### src/rtl/tdm_demux41.sv
// Receive end of a 4:1 TDM link: reassembles slots 0..3 of a serial stream into a 4-bit word.
// Each frame is aborted if the frame marker arrives early or if no strobe arrives for TIMEOUT cycles.
module tdm_demux41 #(
  parameter int unsigned TIMEOUT = 16
) (
  input  logic       clk,
  input  logic       reset,
  input  logic       din,
  input  logic       en,
  input  logic       frame,
  output logic [3:0] q,
  output logic       q_valid,
  output logic [1:0] slot,
  output logic       frame_err,
  output logic       busy
);

  localparam logic [0:0] IDLE    = 1'b0;
  localparam logic [0:0] COLLECT = 1'b1;

  // Expiry is detected on the idle cycle that would bring the count to TIMEOUT.
  localparam logic [7:0] TMO_LAST = 8'(TIMEOUT - 1);

  logic [0:0] state;
  logic [2:0] shadow;
  logic [7:0] tcnt;

  assign busy = (state == COLLECT);

  always_ff @(posedge clk or posedge reset) begin
    if (reset) begin
      state     <= IDLE;
      q         <= '0;
      q_valid   <= 1'b0;
      frame_err <= 1'b0;
      slot      <= '0;
      shadow    <= '0;
      tcnt      <= '0;
    end else begin
      q_valid   <= 1'b0;
      frame_err <= 1'b0;
      case (state)
        IDLE: begin
          if (en && frame) begin
            shadow[0] <= din;
            slot      <= 2'd1;
            tcnt      <= '0;
            state     <= COLLECT;
          end
        end
        COLLECT: begin
          if (en) begin
            tcnt <= '0;
            if (frame) begin
              // Early marker: drop the partial word and treat this strobe as slot 0.
              frame_err <= 1'b1;
              shadow    <= {2'b00, din};
              slot      <= 2'd1;
            end else begin
              case (slot)
                2'd1: begin
                  shadow[1] <= din;
                  slot      <= 2'd2;
                end
                2'd2: begin
                  shadow[2] <= din;
                  slot      <= 2'd3;
                end
                2'd3: begin
                  q       <= {din, shadow};
                  q_valid <= 1'b1;
                  slot    <= 2'd0;
                  state   <= IDLE;
                end
                default: begin
                  slot  <= 2'd0;
                  state <= IDLE;
                end
              endcase
            end
          end else begin
            if (tcnt != 8'hFF) begin
              tcnt <= tcnt + 8'd1;
            end
            if (tcnt == TMO_LAST) begin
              frame_err <= 1'b1;
              slot      <= 2'd0;
              state     <= IDLE;
            end
          end
        end
        default: begin
          state <= IDLE;
          slot  <= 2'd0;
        end
      endcase
    end
  end

endmodule

### config.mk
export PLATFORM = sky130hd
export DESIGN_NAME = tdm_demux41
export DESIGN_NICKNAME = d
export VERILOG_FILES = /design/src/rtl/tdm_demux41.sv
export SDC_FILE = /design/constraint.sdc
export NUM_CORES = 1
export LEC_CHECK = 0
export ABC_AREA = 1
export CAP_MARGIN = 40
export CORE_MARGIN = 2
export CORE_UTILIZATION = 60
export CTS_BUF_LIST = sky130_fd_sc_hd__clkbuf_8
export DETAILED_ROUTE_END_ITERATION = 8
export PLACE_DENSITY = 0.86
export SLEW_MARGIN = 0
export SYNTH_ARGS = -nofsm -noshare
export SYNTH_HDL_FRONTEND = slang
export SYNTH_SLANG_ARGS = --single-unit
### constraint.sdc
create_clock -name clk -period 2.6 [get_ports clk]
set_input_delay 0.39 -clock clk [delete_from_list [all_inputs] [get_ports clk]]
set_output_delay 0.39 -clock clk [all_outputs]
set_load 0.02 [all_outputs]
==> results.sh <==
export IMPL_cts_buffers=3
export IMPL_reg2reg_depth=8
export IMPL_layout_nets=160
export IMPL_cts_sinks=20
export IMPL_yosys_area_top_type="dfrtp_1"
export IMPL_worstPathMaxFanout=6
export IMPL_die_w_um=45.9
export IMPL_clockRootBuffer="clkbuf_8"
export IMPL_viasPerCell=5.43
export IMPL_hp_start="q[0]"
export IMPL_vias=907
export IMPL_drv_slew=0
export IMPL_overflow=0
export IMPL_std_cell_rows=15
export IMPL_postCtsResizedCells=0
export IMPL_synth_compound_area_share_pct=11.4
export IMPL_setup_slack_ns=0.833
export IMPL_ys_seq_area_share_pct=47.4
export IMPL_yosys_area_share_simple_pct=28.9
export IMPL_wl_um=2080
export IMPL_place_gp_congestion=0.877
export IMPL_min_period_over_period_pct=68.0
export IMPL_design_die_area_mm2=0.00211
export IMPL_postCtsSetupRepairBufs=0
export IMPL_fin_worst_skew_ns=0.00397
export IMPL_clk_transition_reported_paths_ns=0.08
export IMPL_cpPeakStageDelay_ns=0.65
export IMPL_crit_arrival_ns=1.38
export IMPL_tns_ns=0
export IMPL_first_global_vias=854
export IMPL_synth_top_area_share_pct=47.4
export IMPL_holdPathEnd="q[0]"
export IMPL_dp_slack_ns=0.933
export IMPL_grt_pass1_wl_um=3480
export IMPL_syn_area_mm2=0.00105
export IMPL_synth_area_top_cells="dfrtp_1, nand2_1, inv_1, ha_1, nand3_1"
export IMPL_synth_nets=142
export IMPL_core_mm2=0.00169
export IMPL_cts_hold_buf=0
export IMPL_drv_cap=0
export IMPL_layout_drive_gt1_share_pct=10.7
export IMPL_synthAdderAreaFrac_pct=4.74
export IMPL_grt_max_degree=21
export IMPL_hold_violations=0
export IMPL_track_usage_pct=23.5
export IMPL_grt_antenna_before_repair=0
export IMPL_synth_seq_cells=20
export IMPL_drtIter0Drc=45
export IMPL_io_pins=14
export IMPL_yosysWarnings=0
export IMPL_synthCells=133
export IMPL_min_path_type="reg -> reg"
export IMPL_ant_nets=0
export IMPL_final_min_clock_period_ns=1.77
export IMPL_p_per_area_mw_per_mm2=745
export IMPL_start_util_pct=62.4
export IMPL_slew_headroom_pct=49.7
export IMPL_ir_drop_uv=443
export IMPL_status="completed"
export IMPL_avgSynthCellArea_um2=7.93
export IMPL_synth_edff_count=0
export IMPL_fmax_mhz=566
export IMPL_tritoncts="built"
export IMPL_worstReg2RegStart="tcnt[1]"
export IMPL_chipHeight_um=45.9
export IMPL_clock_tree_buffer_depth=2
export IMPL_r2r_slack_ns=1.24
export IMPL_synth_top_family_by_area="simple AND/OR/NAND/NOR gates"
export IMPL_cp_top_family="buffers and inverters"
export IMPL_muxShareOfSynthArea_pct=0
export IMPL_async_reset_ff_share_pct=100
export IMPL_startpoint_type="flop"
export IMPL_clock_latency_ns=0.26
export IMPL_hpwl_um=1520
export IMPL_dp_cells=163
export IMPL_path_cells="clkdlybuf4s50_1"
export IMPL_ys_flop_type="dfrtp_1"
export IMPL_drc=0
export IMPL_critPathSlowestCell="clkdlybuf4s50_1"
export IMPL_ys_types=21
export IMPL_cp_data_required_time_ns=2.21
export IMPL_ctsHtreeMaxLevel=1
export IMPL_setup_violations=0
export IMPL_critical_path_class="reg -> out"
export IMPL_endpoint_kind="primary output"
export IMPL_yosys_area_share_xor_xnor_pct=0
export IMPL_rsz0062_at_grt="no"
export IMPL_hold_depth=2
export IMPL_n_antenna_cell=0
export IMPL_p_leak_nw=0.655
export IMPL_portBuffers=13
export IMPL_tightest_slew_ns=0.753
export IMPL_reg2reg_to="slot[1]"
export IMPL_instances_no_fill=167
export IMPL_syn2layout_area_growth_pct=21.1
export IMPL_crit_buf_inv=1
export IMPL_first_pass_iters=4
export IMPL_wl_per_cell_um=12.4
==> cell families after synthesis <==
family / after synthesis
adders and majority gates: 4
and+or+nand+nor: 68
DFF: 20
buffers and inverters: 21
AOI/OAI and AO/OA: 20
==> final cells by class <==
| type | count | area [um^2] |
|---|---|---|
| well taps | 17 | 21.3 |
| clock inverters | 1 | 30.0 |
| fillers | 131 | 412 |
| inverters | 21 | 78.8 |
| multi-input cells | 92 | 475 |
| clock buffers | 3 | 41.3 |
| repair buffers | 13 | 130 |
| flip-flops and latches | 20 | 500 |
==> state kept, by name, indices dropped and copies added, names as in the netlist <==
register   flops
tcnt           8
q              4
shadow         3
slot           2
busy           1
frame_err      1
q_valid        1
==> tightest hold or removal path: stages (launching register included) <==
cell,delay (ns)
dfrtp_1,0.35
nand2_1,0.05
nand2_1,0.05
==> metrics by stage <==
| step | hold WS, ns | power [W] | utilization [%] | area (um^2) |
|---|---|---|---|---|
| global route | 0.508 | 0.00100 | 75.6 | 1280 |
| finish | 0.482 | 0.000951 | 75.6 | 1280 |
| detailed placement | 0.466 | 0.000645 | 71.4 | 1210 |
| floorplan | 0.354 | 0.000544 | - | 1050 |
| global placement | 0.461 | 0.000637 | 71.4 | 1210 |
| CTS | 0.486 | 0.000956 | 75.6 | 1280 |
==> worst max-delay path by stage <==
| stage | end | cells past startpoint | slack, ns | start |
|---|---|---|---|---|
| 6_report | busy | 1 | 0.83 | busy |
| 5_1_grt | busy | 1 | 0.80 | busy |
| 4_1_cts | busy | 1 | 0.84 | busy |
| 3_5_place_dp | tcnt[6] | 6 | 0.93 | en |
| 3_3_place_gp | tcnt[2] | 6 | 0.96 | en |
| 2_1_floorplan | slot[0] | 8 | 1.42 | tcnt[1] |
==> per-layer routing <==
layer,up-vias,track usage [%],part of all wire [%]
li1,458,-,-
met1,422,31.6,47
met2,23,35.6,48
met3,4,3.97,3.7
met4,0,13.7,2.0
met5,-,0,0
==> report_power, final <==
group	total, W	switching (W)	leakage (nW)	internal, W
registers	0.000405	0.0000434	0.268	0.000362
logic	0.000234	0.000134	0.351	0.000100
clock network	0.000312	0.000106	0.0357	0.000206
total	0.000951	0.000284	0.655	0.000667
==> cell usage in the layout (no fill, tap or decap), drive strengths merged <==
cell type / netlist / final
nand2: 47 / 47
inv: 21 / 21
dfrtp: 20 / 20
clkdlybuf4s50: 0 / 13
o21ai: 13 / 13
nand3: 10 / 10
nor2: 9 / 9
ha: 4 / 4
a21oi: 3 / 3
clkbuf: 0 / 3
nand4: 2 / 2
o21bai: 1 / 1
a21boi: 1 / 1
o31ai: 1 / 1
a31oi: 1 / 1
bufinv: 0 / 1
==> cells in the mapped netlist (2+ instances only) <==
cell      n
nor2_1    7
inv_1    19
o21ai_1   2
inv_2     2
nand2_2   2
ha_1      4
a21oi_1   3
nand2_1  44
nand3_2   2
nand4_1   2
dfrtp_1  20
o21ai_2   3
o21ai_0   8
nand3_1   8
(Power assumes the default switching activity.)
